[src/rtl/seg7_scan_ctrl.sv]
// rtl/seg7_scan_ctrl.sv - 8-digit seven-segment scan controller with digit register file
module seg7_scan_ctrl #(
  parameter int unsigned REFRESH_DIV = 100000
) (
  input  logic       clk,
  input  logic       rst_n,
  input  logic       wr_en,
  input  logic [2:0] wr_addr,
  input  logic [3:0] wr_data,
  input  logic [7:0] digit_mask,
  output logic [3:0] num,
  output logic [2:0] s,
  output logic       blank,
  output logic       tick
);

  localparam int unsigned CW = (REFRESH_DIV > 1) ? $clog2(REFRESH_DIV) : 1;
  localparam logic [CW-1:0] LAST = CW'(REFRESH_DIV - 1);

  logic [CW-1:0] cnt;
  logic [3:0]    digits [8];
  logic [2:0]    next_s;
  logic [2:0]    idx;
  logic          found;
  logic          wrap;

  assign wrap = (cnt == LAST);

  // Rotating priority search starting just after the current digit; holds when no other digit is enabled.
  always_comb begin
    next_s = s;
    found  = 1'b0;
    idx    = '0;
    for (int k = 1; k < 8; k++) begin
      idx = s + 3'(k);
      if (!found && digit_mask[idx]) begin
        next_s = idx;
        found  = 1'b1;
      end
    end
  end

  always_ff @(posedge clk or negedge rst_n) begin
    if (!rst_n) begin
      cnt  <= '0;
      s    <= '0;
      tick <= 1'b0;
      for (int i = 0; i < 8; i++) digits[i] <= '0;
    end else begin
      tick <= wrap;
      if (wrap) begin
        cnt <= '0;
        s   <= next_s;
      end else begin
        cnt <= cnt + CW'(1);
      end
      if (wr_en) digits[wr_addr] <= wr_data;
    end
  end

  assign num   = digits[s];
  assign blank = ~digit_mask[s];

endmodule

[config.mk]
export PLATFORM = sky130hd
export DESIGN_NAME = seg7_scan_ctrl
export DESIGN_NICKNAME = d
export VERILOG_FILES = /design/src/rtl/seg7_scan_ctrl.sv
export SDC_FILE = /design/constraint.sdc
export NUM_CORES = 1
export LEC_CHECK = 0
export CORE_AREA = 2 2 86 71
export DETAILED_ROUTE_END_ITERATION = 12
export DIE_AREA = 0 0 88 73
export GPL_TIMING_DRIVEN = 0
export PLACE_DENSITY = 0.8
export SLEW_MARGIN = 20
export SYNTH_ARGS = -nofsm -noshare
export SYNTH_HDL_FRONTEND = slang
export SYNTH_SLANG_ARGS = --single-unit
[constraint.sdc]
create_clock -name clk -period 4.14 [get_ports clk]
set_clock_uncertainty 0.1 [all_clocks]
set_input_delay 0.414 -clock clk [delete_from_list [all_inputs] [get_ports clk]]
set_output_delay 0.414 -clock clk [all_outputs]
set_load 0.02 [all_outputs]
### Word level (Yosys, flattened, before mapping)

Cells that the tools add are included.

| storage, ports and cells | value |
|---|---|
| flip-flop bits (word level) | 53 |
| input bits | 18 |
| output and inout bits | 9 |
| word-level logic and storage cells | 85 |

| cells by class | value |
|---|---|
| add/sub/neg operators | 8 |
| order comparisons | 11 |
| eq/ne operators | 1 |
| mux-type cells | 36 |
| bitwise logic cells | 3 |
| reduce and logical (&&, ||, !) cells | 15 |

Operators with widths:

| operator | number |
|---|---|
| $bwmux 32 | 1 |
| $lt 3x4->1 const B | 8 |
| $bmux 1 s3 | 8 |
| $mux 3 | 7 |
| $add 17x1->17 const B | 1 |
| $eq 17x17->1 const B | 1 |
| $mux 17 | 1 |
| $mux 1 | 14 |
| $add 3x3->3 const B | 4 |
| $bmux 4 s3 | 1 |
| $demux 4 s3 | 1 |
| $mux 4 | 3 |
| $ge 4x4->1 const B | 2 |
| $not 3->4 | 2 |
| $logic_and 1x1->1 | 7 |
| $reduce_bool 7->1 | 1 |
| $add 3x2->3 const B | 2 |
| $logic_not 1->1 | 6 |
| $lt 4x1->1 const B | 1 |
| $add 3x1->3 const B | 1 |
| $reduce_and 2->1 | 1 |
| $not 1->1 | 1 |

### Longest topological paths before layout

| logic depth | value |
|---|---|
| word-level depth | 23 |
| depth in mapped cells | 11 |
| depth with buffers taken out | 8 |

### Worst setup path after synthesis

OpenSTA, ideal clock, no wires.

| timing | value |
|---|---|
| kind | register -> register |
| start | reg s[1] |
| end | reg s[1] |
| library setup time | 0.120 ns |
| data arrival time | 3.061 ns |
| required time | 3.920 ns |
| path slack | 0.860 ns |
| cell stages (with the launch flop) | 12 |
| path buffers | 3 |
| clock period less this slack | 3.280 ns |
| cells stage by stage | dfrtp_1 > buf_2 > buf_1 > inv_1 > ha_1 > buf_4 > mux4_1 > mux2_2 > nor4b_1 > o311ai_1 > o221ai_1 > a31o_1 |

| on the way | value |
|---|---|
| word-level cells in the longest chain between the ends | 23 |
| elaborated cells between the ends (all ways) | 48 |
| those cells by class | add/sub: 7; mux: 27; reduce/logical: 14 |

Ends and longest elaborated chain:

| item | RTL line | text |
|---|---|---|
| start: declaration | 12 | `output logic [2:0] s,` |
| start signal: assignment | 53 | `s <= next_s;` |
| $add 3x1->3 | 35 | `idx = s + 3'(k);` |
| $bmux 1 s3 | 36 | `if (!found && digit_mask[idx]) begin` |
| $mux 1 (not written as such) | 36 |  |
| $mux 1 | 36 |  |
| $logic_not 1->1 | 36 |  |
| $logic_and 1x1->1 | 36 |  |
| $mux 1 | 36 |  |
| $logic_not 1->1 | 36 |  |
| [7 not listed] | n/a |  |
| $mux 1 | 36 |  |
| $logic_not 1->1 | 36 |  |
| $logic_and 1x1->1 | 36 |  |
| $mux 1 | 36 |  |
| $logic_not 1->1 | 36 |  |
| $logic_and 1x1->1 | 36 |  |
| $reduce_bool 7->1 (no source line) | n/a |  |
| $reduce_and 2->1 (no source line) | n/a |  |

Several ways; a longest one is shown, not always the timed one. The select of a mux whose other input is x is not followed.
A chain may end at the register's enable or synchronous reset.

### Worst setup path in the final report

Ends and elaborated chain as after synthesis.

==> out/results.ini <==
[clock_network]
clock_sinks=53
cts_hold_buf=0
cts_tree=yes
clk_latency_ns=0.29
clock_path_buffers=2
post_cts_resized=0
numCtsBuffers=5
clk_pin_slew_ns=0.09
cts_setup_buffers=0
cts_max_level=2
root_buffer=clkbuf_8

[synth]
syn_nets=283
synth_seq_cells=53
ys.flop_type=dfrtp_1
syn_area_sq_um=3140
synth_xor_xnor_area_share_pct=5.02
synth_fa_ha_area_share_pct=1.19
synth_simple_gate_area_share_pct=13.9
syn-instance-count=262
synth_top_family_by_area=multiplexers
async_reset_ff_share_pct=100
synth_edf_count=0
synth-compound-area-share_pct=5.34
synthMuxAreaShare_pct=29.9
seq_area_frac_synth_pct=42.2
yosysWarnings=0
avgSynthCellArea_sq_um=12.0
ys_types=45

[detailed_routing]
drt_iter0_drc=202
drt-total-wl_um=6470
ant_nets=0
vias_per_cell=6.01
vias=2264
drc_errors=0
wire_per_inst_um=17.2
drt_pass1_iterations=5

[cells_and_area]
antenna_cells=0
drive_gt1_share_pct=24.0
fin_cells=377
syn_to_final_growth_pct=14.2
final_nets=316

[sta]
period_share_pct=90.5
maxSlewViolCount=0
fmax_mhz=267
finalHoldViolCount=0
tns_ns=0
rsz0062_at_grt=no
period_minus_slack_ns=3.74
worst_pin_slew_ns=0.820
relSlewSlack_pct=45.2
setup_viol=0

[die]
dieWidth_um=88
core.rowCount=25
start_util_pct=55.5
die_y_um=73
core_sq_um=5660
io_pins=27
die-area_sq_um=6420

[setup_path]
crit_required_ns=4.23
end_kind=flop
arrival_ns=3.83
critPathKind=reg2reg
crit_fanout=10
worst_setup_path_start_kind=flop

[global_route]
grt.overflow.total=0
grt_pass1_vias=2244
antenna_found_initial=0
grt_max_degree=54
track_usage_pct=22.1
grt_pass1_wl_um=11000

[placed_design]
place_congestion=0.875
place_inst=369
hpwl_um=4640
place.port_buffers=26

[pwr]
cellPowerDensity_nw_per_um2=311
peakVddDrop_uv=231
p_leak_nw=1.44

[hold_path]
min_path_type=in2async

[flow_run]
drv_cap=0

[outcome]
status=complete, no violations

[cell usage in the layout, fill, tap and decap left out, types with 2 or more instances in the layout]
| cell | count |
|---|---|
| dfrtp_1 | 53 |
| mux2_2 | 38 |
| clkdlybuf4s50_1 | 25 |
| nor2_1 | 18 |
| nand2_1 | 18 |
| mux4_2 | 17 |
| nand3_1 | 11 |
| xor2_1 | 11 |
| xnor2_1 | 7 |
| inv_1 | 7 |
| a21oi_1 | 7 |
| nor3_1 | 6 |
| mux2i_1 | 6 |
| clkbuf_1 | 5 |
| nor3b_1 | 5 |
| clkbuf_8 | 5 |
| nand2b_1 | 4 |
| nand4_1 | 4 |
| nor2b_1 | 3 |
| buf_2 | 3 |
| and3_1 | 3 |
| nand4b_1 | 3 |
| ha_1 | 3 |
| or3_1 | 2 |
| buf_4 | 2 |
| o22ai_1 | 2 |
| mux4_1 | 2 |
| o221ai_1 | 2 |
| a31oi_1 | 2 |
| a211oi_1 | 2 |
| nor4b_1 | 2 |
[metal layers]
metal  up-vias  wire [um]  GRT usage [%]
met3         6        341           3.96
met4         0         48           4.44
li1       1050          -              -
met1      1154       3020           33.1
met2        54       3070           34.3
met5         -          0              0
[cell usage after synthesis, types with 2 or more instances]
cell,n,area (sq um)
mux2_2,38,428
o221ai_1,2,17.5
a211oi_1,2,15.0
mux2i_1,6,60.1
buf_2,3,15.0
nor2_1,18,67.6
dfrtp_1,53,1330
a31oi_1,2,12.5
ha_1,3,37.5
nand3_1,11,55.1
o22ai_1,2,12.5
clkbuf_1,4,15.0
xor2_1,11,96.3
a21oi_1,7,35.0
nand2_1,18,67.6
and3_1,3,18.8
nor3b_1,5,37.5
mux4_2,17,383
or3_1,2,12.5
nor4b_1,2,17.5
nor2b_1,3,18.8
mux4_1,2,52.6
nand2b_1,4,25.0
xnor2_1,7,61.3
inv_1,7,26.3
nand4_1,4,25.0
nor3_1,6,30.0
nand4b_1,3,26.3
[metrics by stage]
stage | instance area [sq um] | setup WS (ns) | utilization, % | total power, W | hold slack, ns
after CTS | 3590 | 0.374 | 63.4 | 0.00113 | 0.0594
after detailed placement | 3500 | 0.407 | 61.8 | 0.000842 | 0.375
after global placement | 3500 | 0.429 | 61.9 | 0.000830 | 0.365
final | 3590 | 0.395 | 63.4 | 0.00112 | 0.0206
after global routing | 3590 | 0.120 | 63.4 | 0.00117 | 0.0921
after floorplan | 3140 | 0.860 | - | 0.000757 | 0.0184
[critical path: stages (launching register included)]
cell and delay (ns):
dfrtp_1 0.37, buf_2 0.25, buf_1 0.54, inv_1 0.23, ha_1 0.38, buf_4 0.20, mux4_1 0.42, mux2_2 0.36
nor4b_1 0.15, o311ai_1 0.23, o221ai_1 0.16, a31o_1 0.24
[power breakdown]
part	switching (W)	leakage (nW)	internal, W
sequential	0.0000325	0.658	0.000586
clock	0.000164	0.0456	0.000121
combinational	0.0000849	0.739	0.000127
[registers in the layout (all words and copies together) (netlist names)]
| register | count |
|---|---|
| digits | 32 |
| cnt | 17 |
| s | 3 |
| tick | 1 |
[final timing paths]
| kind | startpoint | endpoint | cells after the start | slack [ns] |
|---|---|---|---|---|
| setup / recovery | s[1] | s[1] | 11 | 0.40 |
| hold / removal | rst_n | digits[1] | 1 | 0.02 |
| setup reg to reg | s[1] | s[1] | 11 | 0.40 |
| hold reg to reg | cnt[4] | cnt[4] | 1 | 0.39 |
| max in group asynchronous | rst_n | s[2] | 1 | 3.48 |
| min in group clk | cnt[4] | cnt[4] | 1 | 0.39 |
[final cells by class]
class	instances	area [sq um]
sequential	53	1330
clock buffer	6	72.6
fill	417	2070
timing repair buffer	26	258
tap	81	101
buffer	10	52.6
multi-input combinational	192	1740
clock inverter	2	13.8
inverter	7	26.3
[cell families after synthesis]
group                    Yosys count
AND/OR/NAND/NOR                   83
adder cells (fa/ha/maj)            3
buffers and inverters             17
AO/OA/AOI/OAI                     24
flip-flops                        53
XOR/XNOR                          18
multiplexers                      64
(Power assumes the default switching activity.)
